`src/rtl/fp_int_conv_pipe.sv`:
```
// fp_int_conv_pipe: 2-stage float-like (sign/exp/frac) to two's-complement
// integer converter with valid/ready flow control on both sides.
//
// Value of the operand is (-1)^sign * frac * 2^(exp - EXP_BIAS).
//   S1: align frac by d = exp - EXP_BIAS, capture the first dropped bit as
//       the round bit, register together with sign and round_mode.
//   S2: optional round-half-away-from-zero, saturate, negate, register.
//
// Ports
//   clk, rst_n            clock, async active-low reset
//   in_valid / in_ready   operand handshake (sign, exp, frac, round_mode)
//   out_valid / out_ready result handshake (int_num, ovf)
//   sat_cnt               saturating count of delivered results with ovf=1
module fp_int_conv_pipe #(
  parameter int EXP_W    = 4,
  parameter int FRAC_W   = 8,
  parameter int INT_W    = 8,
  parameter int EXP_BIAS = 10
) (
  input  logic              clk,
  input  logic              rst_n,
  input  logic              in_valid,
  output logic              in_ready,
  input  logic              sign,
  input  logic [EXP_W-1:0]  exp,
  input  logic [FRAC_W-1:0] frac,
  input  logic              round_mode,
  output logic              out_valid,
  input  logic              out_ready,
  output logic [INT_W-1:0]  int_num,
  output logic              ovf,
  output logic [15:0]       sat_cnt
);

  localparam int STAGES = 2;
  // Largest left shift is 2^EXP_W-1, so this width never drops a bit.
  localparam int MAG_W  = FRAC_W + (1 << EXP_W);
  // Signed width wide enough for exp - EXP_BIAS with a 32-bit bias.
  localparam int DW     = EXP_W + 34;
  // Compare width: rounded magnitude (one carry bit) or INT_W+1, whichever is larger.
  localparam int CW     = (MAG_W + 1 > INT_W + 1) ? MAG_W + 1 : INT_W + 1;

  localparam logic [CW-1:0] POS_LIM = {{(CW-INT_W+1){1'b0}}, {(INT_W-1){1'b1}}};
  localparam logic [CW-1:0] NEG_LIM = POS_LIM + CW'(1);

  // valid bit per stage; vld_pipe[STAGES] is the output register
  logic [STAGES:1] vld_pipe;
  logic            s1_adv, s2_adv;

  assign s2_adv    = !vld_pipe[2] || out_ready;
  assign s1_adv    = !vld_pipe[1] || s2_adv;
  assign in_ready  = s1_adv;
  assign out_valid = vld_pipe[2];

  // ---------------- S1: alignment ----------------
  logic signed [DW-1:0] d, nd;
  logic [MAG_W-1:0]     frac_w, mag_c, rnd_tmp;
  logic                 rnd_c;

  assign d      = $signed({{(DW-EXP_W){1'b0}}, exp}) - DW'(EXP_BIAS);
  assign nd     = -d;
  assign frac_w = MAG_W'(frac);

  always_comb begin
    mag_c   = '0;
    rnd_c   = 1'b0;
    rnd_tmp = '0;
    if (!d[DW-1]) begin
      mag_c = frac_w << d;
    end else if (nd <= DW'(FRAC_W)) begin
      // right shift; the last bit shifted out is the round bit
      mag_c   = frac_w >> nd;
      rnd_tmp = frac_w >> (nd - DW'(1));
      rnd_c   = rnd_tmp[0];
    end
  end

  logic [MAG_W-1:0] s1_mag;
  logic             s1_rnd, s1_sign, s1_rm;

  always_ff @(posedge clk or negedge rst_n) begin
    if (!rst_n) begin
      vld_pipe[1] <= 1'b0;
      s1_mag      <= '0;
      s1_rnd      <= 1'b0;
      s1_sign     <= 1'b0;
      s1_rm       <= 1'b0;
    end else if (s1_adv) begin
      vld_pipe[1] <= in_valid;
      if (in_valid) begin
        s1_mag  <= mag_c;
        s1_rnd  <= rnd_c;
        s1_sign <= sign;
        s1_rm   <= round_mode;
      end
    end
  end

  // ---------------- S2: round, saturate, negate ----------------
  logic [CW-1:0]    mag_r;
  logic [INT_W-1:0] res_c;
  logic             ovf_c;

  assign mag_r = CW'(s1_mag) + CW'(s1_rm & s1_rnd);

  always_comb begin
    res_c = '0;
    ovf_c = 1'b0;
    if (mag_r == '0) begin
      res_c = '0;
    end else if (!s1_sign) begin
      if (mag_r > POS_LIM) begin
        res_c = {1'b0, {(INT_W-1){1'b1}}};
        ovf_c = 1'b1;
      end else begin
        res_c = mag_r[INT_W-1:0];
      end
    end else begin
      // magnitude exactly 2^(INT_W-1) is representable as the most negative value
      if (mag_r > NEG_LIM) begin
        res_c = {1'b1, {(INT_W-1){1'b0}}};
        ovf_c = 1'b1;
      end else begin
        res_c = -mag_r[INT_W-1:0];
      end
    end
  end

  always_ff @(posedge clk or negedge rst_n) begin
    if (!rst_n) begin
      vld_pipe[2] <= 1'b0;
      int_num     <= '0;
      ovf         <= 1'b0;
    end else if (s2_adv) begin
      vld_pipe[2] <= vld_pipe[1];
      if (vld_pipe[1]) begin
        int_num <= res_c;
        ovf     <= ovf_c;
      end
    end
  end

  always_ff @(posedge clk or negedge rst_n) begin
    if (!rst_n)
      sat_cnt <= '0;
    else if (out_valid && out_ready && ovf && (sat_cnt != 16'hFFFF))
      sat_cnt <= sat_cnt + 16'd1;
  end

endmodule

```
`config.mk`:
```
export PLATFORM = sky130hd
export DESIGN_NAME = fp_int_conv_pipe
export DESIGN_NICKNAME = d
export VERILOG_FILES = /design/src/rtl/fp_int_conv_pipe.sv
export SDC_FILE = /design/constraint.sdc
export NUM_CORES = 1
export LEC_CHECK = 0
export ABC_AREA = 0
export CORE_ASPECT_RATIO = 0.75
export CORE_MARGIN = 3
export CORE_UTILIZATION = 45
export DETAILED_ROUTE_END_ITERATION = 6
export PLACE_DENSITY_LB_ADDON = 0.12
export SYNTH_ARGS = -nofsm -noshare
export SYNTH_HDL_FRONTEND = slang
export SYNTH_SLANG_ARGS = --single-unit
export TNS_END_PERCENT = 10
```
`constraint.sdc`:
```
create_clock -name clk -period 2.9 [get_ports clk]
set_input_delay 0.58 -clock clk [delete_from_list [all_inputs] [get_ports clk]]
set_output_delay 0.58 -clock clk [all_outputs]
set_load 0.03 [all_outputs]
```
### Word level (Yosys, flattened, before mapping)

Index checks and enable logic that the tools add are counted.

* word-level logic and storage cells: 45
* input bits: 18
* register bits: 54
* output and inout port bits: 27

* multiplexer cells: 12
* shift-type cells: 3
* magnitude comparators: 3
* add/sub/neg operators: 6
* bitwise logic cells: 1
* reduce and logical (&&, ||, !) cells: 10
* equality and inequality tests: 1

Operators by type and width (number)
* two-way mux 24 bit: 2
* <= comparator 38 x 5 -> 1 bit, second input constant: 1
* negator 5 -> 38 bit: 1
* << shifter 8 x 38 -> 24 bit: 1
* >> shifter 8 x 38 -> 1 bit: 1
* >> shifter 8 x 38 -> 24 bit: 1
* subtractor 38 x 2 -> 38 bit, second input constant: 1
* two-way mux 8 bit: 4
* adder 24 x 1 -> 25 bit: 1
* greater-than comparator 25 x 7 -> 1 bit, second input constant: 1
* greater-than comparator 25 x 8 -> 1 bit, second input constant: 1
* zero test 25 bit: 1
* adder 16 x 1 -> 16 bit, second input constant: 1
* inequality test 16 bit, second input constant: 1
* negator 8 bit: 1
* two-way mux 1 bit: 6
* subtractor 4 x 4 -> 5 bit, second input constant: 1
* AND reduction 2 bit: 2
* logical AND 1 bit: 3
* zero test 1 bit: 2
* logical OR 1 bit: 2
* bitwise AND 1 bit: 1

### Logic depth before layout (Yosys ltp)

* depth in word-level cells: 6
* gate-level depth with buffers: 13
* depth with buffers taken out: 12

### Worst setup path after synthesis

No wires, ideal clock.

* kind: input -> register
* from: input port exp[1]
* to: register s1_mag[0]
* data required time: 2817 ps
* path slack: -572 ps
* path buffers: 2
* arrival time: 3389 ps
* stages on the path: 13
* setup time: 83 ps
* cells stage by stage: inv_1 > ha_1 > clkbuf_1 > clkbuf_1 > nand3_1 > ha_1 > nor3b_1 > nand4_1 > nor3_1 > o211a_1 > a21oi_1 > o32a_1 > o21ai_0

* word-level cells in the longest chain between the ends: 5
* elaborated cells on any way between the ends: 7
* those cells by class: add/sub: 2; order compare: 1; shift: 2; mux: 2

RTL lines
* from (decl): RTL line 25 `input logic [EXP_W-1:0] exp,`
* subtractor 4 x 4 -> 5 bit (*): RTL line 60 `assign d = $signed({{(DW-EXP_W){1'b0}}, exp}) - DW'(EXP_BIAS);`
* negator 5 -> 38 bit: RTL line 61 `assign nd = -d;`
* <= comparator 38 x 5 -> 1 bit or >> shifter 8 x 38 -> 24 bit (tied branches): RTL line 70, 72
* two-way mux 24 bit: RTL line 70 `end else if (nd <= DW'(FRAC_W)) begin`
* two-way mux 24 bit (*): RTL line 68 `if (!d[DW-1]) begin`
* to (signal assigned): RTL line 91 `s1_mag <= mag_c;`
* to (decl): RTL line 78 `logic [MAG_W-1:0] s1_mag;`

Mark *: on every way between the ends. The rest lies on a longest branch, timed or not.
A chain may end at the register's enable or synchronous reset.

### Worst setup path in the final report

* from: register s1_rnd
* to: register int_num[5]

* word-level cells in the longest chain between the ends: 6
* elaborated cells on any way between the ends: 10
* those cells by class: add/sub: 2; order compare: 2; mux: 4; bitwise: 1; reduce/logical: 1

RTL lines
* from (decl): RTL line 79 `logic s1_rnd, s1_sign, s1_rm;`
* from (signal assigned): RTL line 92 `s1_rnd <= rnd_c;`
* bitwise AND 1 bit (*): RTL line 104 `assign mag_r = CW'(s1_mag) + CW'(s1_rm & s1_rnd);`
* adder 24 x 1 -> 25 bit (*): RTL line 104
* greater-than comparator 25 x 7 -> 1 bit (tied with other cells): RTL line 112 `if (mag_r > POS_LIM) begin`
* two-way mux 8 bit, on equally long branches: RTL line 112, 120
* two-way mux 8 bit: RTL line 111 `end else if (!s1_sign) begin`
* two-way mux 8 bit (*): RTL line 109 `if (mag_r == '0) begin`
* to (signal assigned): RTL line 137 `int_num <= res_c;`
* to (decl): RTL line 30 `output logic [INT_W-1:0] int_num,`

Marks and branches as above.

==> summary.md <==
| Metric | Value |
|---|---|
| Status | `finished with violations` |
| Failing checks | `setup timing` |
| Synth async-reset ratio | `1.00` |
| Clock power frac | `0.240` |
| Part of the power in registers | `0.377` |
| Crit-path max FO | `5` |
| DP HPWL | `9130 um` |
| I/O pin cnt | `45` |
| Post-synth EDFFs | `0` |
| Final setup viols | `9` |
| Mapped cell area | `4090 um2` |
| P_int | `about 0.0016 W` |
| M1 wire length | `between 6000 and 7000 um` |
| Clock Tree Buf Depth | `2` |
| Total Routing Usage GR | `0.240` |
| # diodes | `0` |
| Max Cap Viol | `0` |
| Vias in the first global route | `3693` |
| Mapped Cells | `around 460` |
| Syn nets | `about 500` |
| Root Buffer | `clkbuf_16` |
| Largest stage delay on the critical path | `about 0.47 ns` |
| First-pass GRT wire length | `19300 um` |
| Clock Skews | `about 0.0065 ns` |
| Largest net degree at the start of global routing | `36` |
| PortBufs | `44` |
| Most frequent cells in the layout | `buf_4, nand2_1, dfrtp_1` |
| Crit-path slowest cell | `or4b_4` |
| Layout area overhead | `31.7%` |
| DR iter-0 viols | `337` |
| Slack of the critical path | `-0.0579 ns` |
| Most common cell after layout, fill and taps aside | `buf_4` |
| Flop2flop setup slack | `-0.06 ns` |
| Distinct cells, synth | `74` |
| FMAX | `0.338 GHz` |
| Final Hold Vio Count | `0` |
| DR WL met3 | `753 um` |
| Biggest regs | `s1_mag: 24 flops, sat_cnt: 16 flops, int_num: 8 flops` |
| Part of the cycle the worst path needs | `1.02` |
| Cts hold-fix bufs | `0` |
| Crit start category | `flip-flop` |
| Die footprint | `10300 um2` |
| Routability cong. | `0.999` |
| Ys Warns | `0` |
| Seq cells post-synth | `54` |
| Vias post-DR | `4002` |
| Switching portion of total power | `0.348` |
| Register area | `1350 um2` |
| Metal2 WL | `4930 um` |
| Critical Path End Type | `flip-flop` |
| Total Nets Final | `595` |
| Share of cells above drive strength 1 | `0.216` |
| Util after Layout | `0.624` |
| DR vias/cell | `around 6.0` |
| Initial Util | `0.474` |
| Grt ovf | `0` |
| Largest Register | `s1_mag` |
| WP buf/inv | `1` |
| Residual DRC | `0` |
| Initial antenna violation count | `0` |
| Max Used Layer | `met4` |
| RR Endpoint | `int_num[5]$_DFFE_PN0P_` |
| CP top delay family | `compound AO/OA/AOI/OAI gates` |
| Seq/Total Area, Yosys | `0.330` |
| DP Worst Slack | `-0.497 ns` |
| Drt total wl | `~12000 um` |
| Post-DRT Antenna Nets | `0` |
| Horiz. Die Dim | `around 120 um` |
| Worst vdd ir | `253 uV` |
| Cell mode on critical path | `ha_4` |
| Clock sinks | `54` |
| Setup_tns | `-0.199 ns` |
| Register-to-Register Path Depth | `12` |
| Total leakage power | `2.28 nW` |
| Arrival @ worst endpoint | `3.19 ns` |
| Syn avg cell area | `8.86 um2` |
| Min cycle time layout | `around 3 ns` |
| Critical Setup Path Class | `flip-flop to flip-flop` |
| Max-slew violations | `0` |
| Core area | `~8600 um2` |
| Die Y | `approximately 89 um` |
| Fillcell total | `759` |
| RSZ-0062 raised after global routing | `true` |
| Largest register FFs | `24` |
| HP Class | `primary input to asynchronous set/reset pin` |
| Std-Cell Rows | `29` |
| Worst r2r src | `s1_rnd$_DFFE_PN0P_` |
| Multi-input gate area | `roughly 2700 um2` |
| Pwr Total | `approximately 0.0025 W` |
| Switching power | `roughly 0.00086 W` |
| Clock buffer count from CTS | `5` |
| CTS tree | `built` |
| Avg WL per Cell | `around 18 um` |
| Worst-path clk slew | `0.07 ns` |
| Clk_lat worst skew | `a little under 0.3 ns` |
| Slew @ Worst Pin | `~0.53 ns` |
| Slew HR | `0.644` |
| Pwr Density | `about 460 nW/um2` |
| Top_reg_cell synth | `dfrtp_1` |
| Drt pass-1 iters | `4` |
| Gate power share | `0.382` |
| Critical Path RT | `3.13 ns` |
| Crit-path cells | `and2_4 -> ha_4 -> ha_4 -> inv_4 -> ha_4 -> or4b_4 -> o31ai_4 -> o2111ai_2 -> a221oi_2 -> nand3_2 -> a221oi_4 -> a32o_1` |
| CTS H-tree depth | `2` |
-- power by group through the flow --
stage               registers [W]  logic [W]  clock network (W)
finish                   0.000930   0.000942           0.000592
global route             0.000946    0.00102           0.000630
CTS                      0.000930   0.000928           0.000608
detailed placement       0.000943   0.000915                  0
global placement         0.000940   0.000904                  0
floorplan                 0.00106   0.000407                  0
-- what timing repair did --
| item | in CTS | in global routing |
|---|---|---|
| buffers inserted | 2 | 1 |
| resized for setup | 12 | 12 |
| setup endpoints to repair | 15 | 18 |
| pin swaps | 11 | 13 |
-- cells in the mapped netlist (5+ instances only) --
cell      instances  area (um2)
nand4_1          12        75.1
a31oi_1           7        43.8
dfrtp_1          54        1350
xnor2_1          20         175
mux2_2            8        90.1
o21ai_0          28         140
inv_1             9        33.8
buf_2             5        25.0
and2_1            8        50.1
a22o_1            9        78.8
nand3_1          26         130
mux2i_1          10         100
nand2_1          63         236
nor3_1           12        60.1
nand2b_1          8        50.1
xor2_1           11        96.3
nor2b_1           5        31.3
a21oi_1          14        70.1
and3_1            9        56.3
nor4_1            5        31.3
o31a_1            5        43.8
clkbuf_1         14        52.6
ha_1             16         200
nor2_1           19        71.3
-- logic make-up after synthesis --
family                     Yosys count  share of synthesized area
AOI/OAI and AO/OA                  113                      0.205
xor gates and xnor gates            31                     0.0663
adders and majority gates           16                     0.0489
buffers and inverters               34                     0.0364
DFF                                 54                      0.330
muxes                               21                     0.0630
and+or+nand+nor                    193                      0.250
-- worst max path at each step --
| stage | startpoint | to | depth (start not counted) |
|---|---|---|---|
| after floorplan | exp[1] | s1_mag[0]$_DFFE_PN0P_ | 13 |
| after global placement | exp[1] | s1_mag[0]$_DFFE_PN0P_ | 13 |
| after detailed placement | exp[1] | s1_mag[7]$_DFFE_PN0P_ | 13 |
| after CTS | s1_rm$_DFFE_PN0P_ | int_num[5]$_DFFE_PN0P_ | 12 |
| after global routing | s1_rnd$_DFFE_PN0P_ | int_num[5]$_DFFE_PN0P_ | 12 |
| final | s1_rnd$_DFFE_PN0P_ | int_num[5]$_DFFE_PN0P_ | 12 |
-- final cells by class --
cell class,count,share of cell area
Clock buffer,6,0.0258
Inverter,10,0.00743
Multi-Input combinational cell,374,0.507
Sequential cell,54,0.251
Tap cell,108,0.0251
Timing Repair Buffer,116,0.184
-- through the flow --
| stage | cell area, um2 | std cells | hold WS [ns] |
|---|---|---|---|
| 2_1_floorplan | 4170 | 462 | 0.284 |
| 3_3_place_gp | 5150 | 659 | 0.465 |
| 3_5_place_dp | 5150 | 659 | 0.469 |
| 4_1_cts | 5350 | 667 | 0.258 |
| 5_1_grt | 5390 | 668 | 0.261 |
| 6_report | 5390 | 668 | 0.235 |
-- layer usage --
| metal | track usage | up-vias |
|---|---|---|
| li1 | - | 1916 |
| met1 | 0.378 | 1955 |
| met2 | 0.345 | 122 |
| met3 | 0.0465 | 9 |
| met4 | 0.0348 | 0 |
| met5 | 0 | - |
(Power assumes the default switching activity.)
